$ cat src/rtl/channel_status_collector.sv
// Collects the 192 channel-status bits of each channel-A block and checks the CRC in byte 23.
// Exports C bits 0..31 together with done, kill and crc_err status.
module channel_status_collector #(
  parameter int unsigned BLOCK_LEN = 192,
  parameter logic [7:0]  CRC_POLY  = 8'h1D,
  parameter logic [7:0]  CRC_INIT  = 8'hFF,
  parameter bit          CHECK_CRC = 1'b1
) (
  input  logic        clk,
  input  logic        rst_n,
  input  logic        sf_valid,
  input  logic        sf_channel,
  input  logic        sf_block_start,
  input  logic        sf_cbit,
  output logic [31:0] cs_word,
  output logic        cs_valid,
  output logic        done,
  output logic        kill,
  output logic        crc_err,
  output logic [7:0]  bit_count
);

  typedef enum logic [1:0] {
    S_SEARCH,
    S_COLLECT,
    S_CHECK,
    S_ALIGN
  } state_t;

  localparam logic [7:0] LAST_IDX = 8'(BLOCK_LEN - 1);
  localparam logic [7:0] CRC_END  = 8'(BLOCK_LEN - 8);

  state_t r_state;
  state_t w_state_nxt;

  logic [BLOCK_LEN-1:0] r_shift;
  logic [7:0]           r_crc;
  logic [7:0]           r_rx_crc;
  logic [7:0]           r_bit_count;
  logic [31:0]          r_cs_word;
  logic                 r_cs_valid;
  logic                 r_done;
  logic                 r_kill;
  logic                 r_crc_err;

  logic r_skid_vld;
  logic r_skid_z;
  logic r_skid_c;

  logic w_live;
  logic w_in_check;
  logic w_ev;
  logic w_ev_z;
  logic w_ev_c;
  logic w_skid_load;
  logic w_skid_ovf;
  logic w_start;
  logic w_store;
  logic w_check;
  logic w_misalign;
  logic w_crc_bad;
  logic w_kill_set;

  function automatic logic [7:0] f_crc_step(input logic [7:0] crc, input logic cbit);
    logic w_fb;
    w_fb = crc[7] ^ cbit;
    return {crc[6:0], 1'b0} ^ (w_fb ? CRC_POLY : 8'h00);
  endfunction

  function automatic logic [7:0] f_rev8(input logic [7:0] v);
    return {<<{v}};
  endfunction

  // A subframe landing during CHECK waits in the skid; while the skid holds data
  // it stays one subframe behind the live input so arrival order is preserved.
  always_comb begin
    w_live      = sf_valid && !sf_channel;
    w_in_check  = (r_state == S_CHECK);
    w_ev        = !w_in_check && (r_skid_vld || w_live);
    w_ev_z      = r_skid_vld ? r_skid_z : sf_block_start;
    w_ev_c      = r_skid_vld ? r_skid_c : sf_cbit;
    w_skid_load = w_in_check ? !r_skid_vld : r_skid_vld;
    w_skid_ovf  = w_in_check && r_skid_vld && w_live;
  end

  always_ff @(posedge clk or negedge rst_n) begin
    if (!rst_n) begin
      r_skid_vld <= 1'b0;
      r_skid_z   <= 1'b0;
      r_skid_c   <= 1'b0;
    end else begin
      r_skid_vld <= w_in_check ? (r_skid_vld || w_live) : (r_skid_vld && w_live);
      if (w_skid_load) begin
        r_skid_z <= sf_block_start;
        r_skid_c <= sf_cbit;
      end
    end
  end

  always_ff @(posedge clk or negedge rst_n) begin
    if (!rst_n) r_state <= S_SEARCH;
    else        r_state <= w_state_nxt;
  end

  always_comb begin
    w_state_nxt = r_state;
    unique case (r_state)
      S_SEARCH:  if (w_ev && w_ev_z) w_state_nxt = S_COLLECT;
      S_COLLECT: if (w_ev && !w_ev_z && (r_bit_count == LAST_IDX)) w_state_nxt = S_CHECK;
      S_CHECK:   w_state_nxt = S_ALIGN;
      S_ALIGN:   if (w_ev) w_state_nxt = w_ev_z ? S_COLLECT : S_SEARCH;
      default:   w_state_nxt = S_SEARCH;
    endcase
  end

  always_comb begin
    w_start    = 1'b0;
    w_store    = 1'b0;
    w_check    = 1'b0;
    w_misalign = 1'b0;
    unique case (r_state)
      S_SEARCH: w_start = w_ev && w_ev_z;
      S_COLLECT: begin
        w_start    = w_ev && w_ev_z;
        w_misalign = w_ev && w_ev_z;
        w_store    = w_ev && !w_ev_z;
      end
      S_CHECK: w_check = 1'b1;
      S_ALIGN: begin
        w_start    = w_ev && w_ev_z;
        w_misalign = w_ev && !w_ev_z;
      end
      default: ;
    endcase
  end

  // The transmitter sends the CRC MSB first, so the LSB-first byte is its mirror.
  always_comb begin
    w_crc_bad  = CHECK_CRC && (r_rx_crc != f_rev8(r_crc));
    w_kill_set = w_misalign || w_skid_ovf || (w_check && w_crc_bad);
  end

  always_ff @(posedge clk or negedge rst_n) begin
    if (!rst_n) begin
      r_shift     <= '0;
      r_crc       <= CRC_INIT;
      r_rx_crc    <= '0;
      r_bit_count <= '0;
      r_cs_word   <= '0;
      r_cs_valid  <= 1'b0;
      r_done      <= 1'b0;
      r_kill      <= 1'b0;
      r_crc_err   <= 1'b0;
    end else begin
      r_cs_valid <= w_check;
      if (w_start) begin
        r_shift     <= {w_ev_c, r_shift[BLOCK_LEN-1:1]};
        r_crc       <= f_crc_step(CRC_INIT, w_ev_c);
        r_bit_count <= 8'd1;
      end else if (w_store) begin
        r_shift <= {w_ev_c, r_shift[BLOCK_LEN-1:1]};
        if (r_bit_count < CRC_END) r_crc <= f_crc_step(r_crc, w_ev_c);
        else                       r_rx_crc <= {w_ev_c, r_rx_crc[7:1]};
        if (r_bit_count != LAST_IDX) r_bit_count <= r_bit_count + 8'd1;
      end else if (w_check) begin
        r_cs_word   <= r_shift[31:0];
        r_done      <= 1'b1;
        r_crc_err   <= w_crc_bad;
        r_crc       <= CRC_INIT;
        r_bit_count <= '0;
      end
      if (w_kill_set) r_kill <= 1'b1;
    end
  end

  assign cs_word   = r_cs_word;
  assign cs_valid  = r_cs_valid;
  assign done      = r_done;
  assign kill      = r_kill;
  assign crc_err   = r_crc_err;
  assign bit_count = r_bit_count;

endmodule

$ cat config.mk
export PLATFORM = sky130hd
export DESIGN_NAME = channel_status_collector
export DESIGN_NICKNAME = d
export VERILOG_FILES = /design/src/rtl/channel_status_collector.sv
export SDC_FILE = /design/constraint.sdc
export NUM_CORES = 1
export LEC_CHECK = 0
export CORE_ASPECT_RATIO = 1.75
export CORE_MARGIN = 2
export CORE_UTILIZATION = 54
export CTS_CLUSTER_SIZE = 16
export DETAILED_ROUTE_END_ITERATION = 6
export PLACE_DENSITY = 0.75
export SLEW_MARGIN = 20
export SYNTH_ARGS = -nofsm -noshare
export SYNTH_HDL_FRONTEND = slang
export SYNTH_SLANG_ARGS = --single-unit
export TNS_END_PERCENT = 100
$ cat constraint.sdc
create_clock -name clk -period 2 [get_ports clk]
set_input_delay 0.3 -clock clk [delete_from_list [all_inputs] [get_ports clk]]
set_output_delay 0.3 -clock clk [all_outputs]
set_load 0.01 [all_outputs]
==> results of run 1 <==
-- kinds of logic (layout without fill, tap and decap cells) --
group                      after synthesis  in the layout  synth area share
adders and majority gates                9              9            0.0106
and+or+nand+nor                        619            619             0.235
buffers and inverters                   53            144            0.0387
muxes                                   45             45            0.0488
xor gates and xnor gates                12             12            0.0101
DFF                                    257            257             0.621
AOI/OAI and AO/OA                       48             48            0.0361
-- flip-flops by register name, indices dropped and copies added, names as in the netlist --
name,flops
r_state,2
r_skid_c,1
r_crc,8
r_skid_vld,1
r_skid_z,1
crc_err,1
done,1
r_rx_crc,8
kill,1
cs_valid,1
cs_word,32
r_shift,192
bit_count,8
-- worst min path at each step --
| stage | startpoint | slack (ps) | end |
|---|---|---|---|
| finish | rst_n | 240 | bit_count[3] |
| global route | rst_n | 260 | r_shift[86] |
| CTS | rst_n | 250 | bit_count[3] |
| detailed placement | rst_n | 200 | bit_count[3] |
| global placement | rst_n | 200 | bit_count[3] |
| floorplan | rst_n | 4 | bit_count[0] |
-- repair_timing --
action | 4_1_cts | 5_1_grt
hold endpoints to repair | 30 | 0
gates resized for setup | 0 | 2
endpoints found under the setup margin | 0 | 47
hold buffers | 1 | 0
-- cell usage in the layout, fill, tap and decap left out, types with 2 or more instances in the layout --
cell type | Yosys | routed
a21oi_1 | 4 | 4
a31o_2 | 2 | 2
a31oi_1 | 3 | 3
and2_1 | 3 | 3
and3_1 | 2 | 2
buf_12 | 0 | 17
buf_4 | 0 | 32
bufinv_16 | 0 | 3
clkbuf_1 | 3 | 4
clkbuf_16 | 0 | 23
clkbuf_8 | 0 | 4
clkdlybuf4s50_1 | 0 | 48
clkinv_2 | 0 | 3
dfrtp_1 | 249 | 249
dfstp_2 | 8 | 8
ha_1 | 8 | 7
inv_1 | 3 | 3
inv_6 | 0 | 2
mux2_2 | 45 | 45
nand2_1 | 583 | 583
nand3_1 | 3 | 3
nand4_1 | 5 | 5
nor2_1 | 8 | 8
nor2_4 | 1 | 2
nor2b_1 | 4 | 3
o21ai_0 | 13 | 13
o22ai_1 | 3 | 3
o31ai_1 | 2 | 2
o31ai_4 | 2 | 2
o32a_1 | 5 | 5
xnor2_1 | 8 | 8
xor2_1 | 4 | 4
-- cell type report --
class | instances | area (um2)
inverters | 3 | 11.3
clock inverters | 10 | 150
well taps | 241 | 302
fillers | 1481 | 6830
flip-flops and latches | 257 | 6440
multi-input cells | 733 | 3560
repair buffers | 100 | 1100
clock buffers | 31 | 646
-- through the flow --
step / setup WS [ps] / power (W)
floorplan: 43.8 / 0.00770
global placement: -144 / 0.00863
detailed placement: -156 / 0.00866
CTS: 39.0 / 0.0133
global route: -0.183 / 0.0138
finish: 95.4 / 0.0132
-- layer usage --
layer  up-vias  part of all wire  global-route usage
li1       3425                 -                   -
met1      3467              0.43               0.257
met2        79              0.53               0.334
met3        24             0.028              0.0240
met4         2             0.019              0.0508
met5         -           0.00086                   0
-- power by group through the flow --
stage / Clock [W] / Sequential (W) / Combinational [W]
floorplan: 0 / 0.00577 / 0.00193
global placement: 0 / 0.00581 / 0.00281
detailed placement: 0 / 0.00581 / 0.00285
CTS: 0.00474 / 0.00572 / 0.00287
global route: 0.00494 / 0.00575 / 0.00314
finish: 0.00462 / 0.00572 / 0.00284
==> impl_metrics.toml, run 1 <==
[final_layout]
final_cells = 1375
diodes = 0
finish.utilization = 0.641
area_growth_pct = 17.6
final_nets = 1132
drive_gt1_frac = 0.139
fin_area_um2 = 12200

[power]
p_sw_w = 0.00382
power_density_nw_per_um2 = 1080
p_comb_frac = 0.215
switching_share = 0.290
internal-power_w = 0.00936
ir_worst_vdd_mv = 0.859
leakage_nw = 6.55
power_frac_seq = 0.434
p_clk_frac = 0.351

[placed_design]
placed_area_um2 = 11400
dp_cells = 1333
place_congestion = 0.839
dpl.hpwl_um = 11800
port_buffers = 49

[logic_synthesis]
synthesis.area_um2 = 10400
yosysMostFrequentCell = "nand2_1"
async_flop_share = 1.00
synth-main-ff-cell = "dfrtp_1"
synth_edf_count = 0
yosysTopAreaCellShare = 0.601
synthTopCellsByArea = "dfrtp_1, nand2_1, mux2_2"
synth_common_cells = "nand2_1, dfrtp_1, mux2_2"
synthDistinctLibCells = 51
synth_largest_area_cell = "dfrtp_1"
yosysSeqAreaShare = 0.621
syn_nets = 1057
synthCells = 1043
avgSynthCellArea_um2 = 9.95
ys_warn_count = 0
ys_seq_elements = 257

[timing]
relSlewSlack = 0.708
setup_viol = 0
hold_violations = 0
min_period_ps = 1900
finalCritPeriodShare = 0.952
fmax_mhz = 525
worst_hold_slack_ps = 244
fin_skew_ps = 9.18
worst_pin_slew_ps = 434
setup-tns-final_ps = 0
drv_slew = 0

[clock_network]
cts_sinks = 257
clock_latency_ps = 520
cts_setup_buffers = 0
clk_pin_slew_ps = 70
h-tree-depth = 1
cts-root-buf = "clkbuf_16"
clk_path_buf_depth = 3
cts_tree = "done"
cts_buffers = 23

[detailed_routing]
dr.first_iter.drc_count = 390
viasPerCell = 5.09
drc = 0
dr.pass1.iters = 4
drt-total-wl_um = 18500
vias = 6997
routedWlPerCell_um = 13.5
ant_nets = 0

[die]
start_util = 0.545
rows = 67
die_area_um2 = 20400
die_x_um = 109
ios = 50
die_height_um = 187
core_area_um2 = 19000

[setup_path]
critical_path_class = "reg2out"
startpoint = "bit_count[2]"
timing.reg2reg.setup_slack_ps = 140
cp_cell_sequence = "clkdlybuf4s50_1"
r2r_start = "r_state[0]"
rr_worst_depth = 5
max_stage_delay_ps = 590
r2r-end = "cs_word[17]"
path_depth = 1
worstSetupEndpointType = "output port"
cp_slowest_cell = "clkdlybuf4s50_1"
critPathLaunchType = "flip-flop"
cp_top_family = "buffers and inverters"
cp_max_fo = 8
endpoint = "bit_count[2]"
worstPathArrival_ps = 1600
cp_num_buf_inv = 1
worstPathRequired_ps = 1700

[grt]
grt_start_max_net_pins = 69
overflow = 0
grt_use_total = 0.194
antenna_found_initial = 1
grt_pass1_vias = 6969
grt_pass1_wl_um = 32600

[hold_path]
hold_class = "in2async"

[run_status]
status = "complete, no violations"

[run]
max_cap_viol_count = 0
Power figures use the tool's default switching activity.
==> run 2, diff against run 1 <==
- SLEW_MARGIN: 20 -> default
==> results of run 2 <==
The final DEF is identical to that of run 1; final timing and power are the same.
==> run 3, diff against run 2 <==
- CORE_UTILIZATION: 54 -> 55
- CTS_BUF_LIST: default -> sky130_fd_sc_hd__clkbuf_8
- PLACE_DENSITY: 0.75 -> 0.77
- SKIP_LAST_GASP: default -> 1
==> impl_metrics.toml, run 3 (synthesis gave the netlist of run 1 again) <==
[setup_path]
worstPathRequired_ps = 1700
cp_top_family = "buffers and inverters"
critical_path_class = "reg2out"
cp_slowest_cell = "clkdlybuf4s50_1"
max_stage_delay_ps = 600
worstPathArrival_ps = 1580
critPathLaunchType = "flip-flop"
worstSetupEndpointType = "output port"
cp_max_fo = 8
cp_cell_sequence = "clkdlybuf4s50_1"
r2r-end = "bit_count[4]"
r2r_start = "r_state[0]"
timing.reg2reg.setup_slack_ps = 140
rr_worst_depth = 8
cp_num_buf_inv = 1

[timing]
rsz0062_at_grt = "true"
worst_pin_slew_ps = 516
min_period_ps = 1880
finalCritPeriodShare = 0.939
fin_skew_ps = 22.6
drv_slew = 0
hold_violations = 0
setup_viol = 0
fmax_mhz = 533
worst_slack_ps = 123
relSlewSlack = 0.656

[detailed_routing]
dr.pass1.iters = 5
drt-total-wl_um = 18700
viasPerCell = 5.12
ant_nets = 0
drc = 0
vias = 7114
routedWlPerCell_um = 13.5
dr.first_iter.drc_count = 320

[die]
rows = 66
die_height_um = 186
ios = 50
die_area_um2 = 20000
die_x_um = 108
start_util = 0.558
core_area_um2 = 18600

[power]
p_clk_frac = 0.323
p_sw_w = 0.00380
power_density_nw_per_um2 = 1040
ir_worst_vdd_mv = 0.577
leakage_nw = 6.56
p_comb_frac = 0.221
switching_share = 0.303
internal-power_w = 0.00876
power_frac_seq = 0.456

[final_layout]
mostFrequentLayoutCells = "nand2_1, dfrtp_1, clkdlybuf4s50_1"
finish.utilization = 0.651
final_cells = 1390
diodes = 0
regMostFlops = "r_shift"
drive_gt1_frac = 0.144
final_nets = 1141
area_growth_pct = 16.5
final_common_cell = "nand2_1"
largest_reg_flops = 192

[run_status]
status = "complete, no violations"

[grt]
grt_pass1_wl_um = 32600
grt_pass1_vias = 7164
antenna_found_initial = 0
overflow = 0
grt_start_max_net_pins = 62
grt_use_total = 0.198

[clock_network]
cts_buffers = 37
cts-root-buf = "clkbuf_8"
h-tree-depth = 2
cts_tree = "done"
clock_latency_ps = 530
clk_pin_slew_ps = 60
clk_path_buf_depth = 3
cts_sinks = 257

[placed_design]
port_buffers = 49
place_congestion = 0.844
dpl_worst_slack_ps = -229
dp_cells = 1325
dpl.hpwl_um = 12000

[hold_path]
hold_class = "in2async"

[run]
max_cap_viol_count = 0
[run 3: cell count changes in the layout (fill, tap and decap cells not counted), moves of 2 or more]
cell,delta
clkinv_2,-2
bufinv_16,-2
clkbuf_8,+40
clkbuf_16,-23
buf_4,-5
inv_1,+16
clkbuf_1,-4
[run 3: layout make-up]
class | instances | area (um2)
fill | 1439 | 6490
sequential | 257 | 6440
multi-input combinational | 733 | 3560
timing repair buffer | 95 | 1060
clock buffer | 44 | 606
tap | 238 | 298
clock inverter | 20 | 115
inverter | 3 | 11.3
[run 3: power by group through the flow]
| stage | combinational [W] | clock, W | sequential, W |
|---|---|---|---|
| after global placement | 0.00274 | 0 | 0.00581 |
| after CTS | 0.00280 | 0.00418 | 0.00572 |
| after floorplan | 0.00193 | 0 | 0.00577 |
| final | 0.00277 | 0.00406 | 0.00572 |
| after detailed placement | 0.00279 | 0 | 0.00581 |
| after global routing | 0.00306 | 0.00439 | 0.00576 |
[run 3: repair_timing]
action                     CTS  global route
hold endpoints to repair    46             0
gates resized for setup      0             4
setup endpoints to repair    0           180
setup buffers                0             0
hold buffers                 1             0
[run 3: stage by stage]
step	hold WS, ps	setup TNS [ps]	total power (W)	instance area (um2)
final	316	0	0.0126	12100
after global routing	365	-26.2	0.0132	12100
after CTS	334	0	0.0127	12100
after detailed placement	294	-25710	0.00860	11300
after global placement	290	-19110	0.00855	11300
after floorplan	4.41	0	0.00770	10400
[run 3: worst max-delay path by stage]
stage,endpoint,start,cells past startpoint
after floorplan,cs_word[27],r_state[0],6
after global placement,r_shift[85],sf_channel,7
after detailed placement,r_shift[70],sf_channel,7
after CTS,bit_count[4],r_state[1],7
after global routing,bit_count[3],r_state[0],8
final,bit_count[2],bit_count[2],1
[run 3: per-layer routing]
metal | global-route usage | share of wire | vias to the layer above | routed length [um]
met3 | 0.0322 | 0.036 | 50 | 669
met1 | 0.249 | 0.42 | 3484 | 7810
met2 | 0.342 | 0.52 | 119 | 9660
met4 | 0.0810 | 0.031 | 0 | 578
li1 | - | - | 3461 | -
met5 | 0 | 0 | - | 0
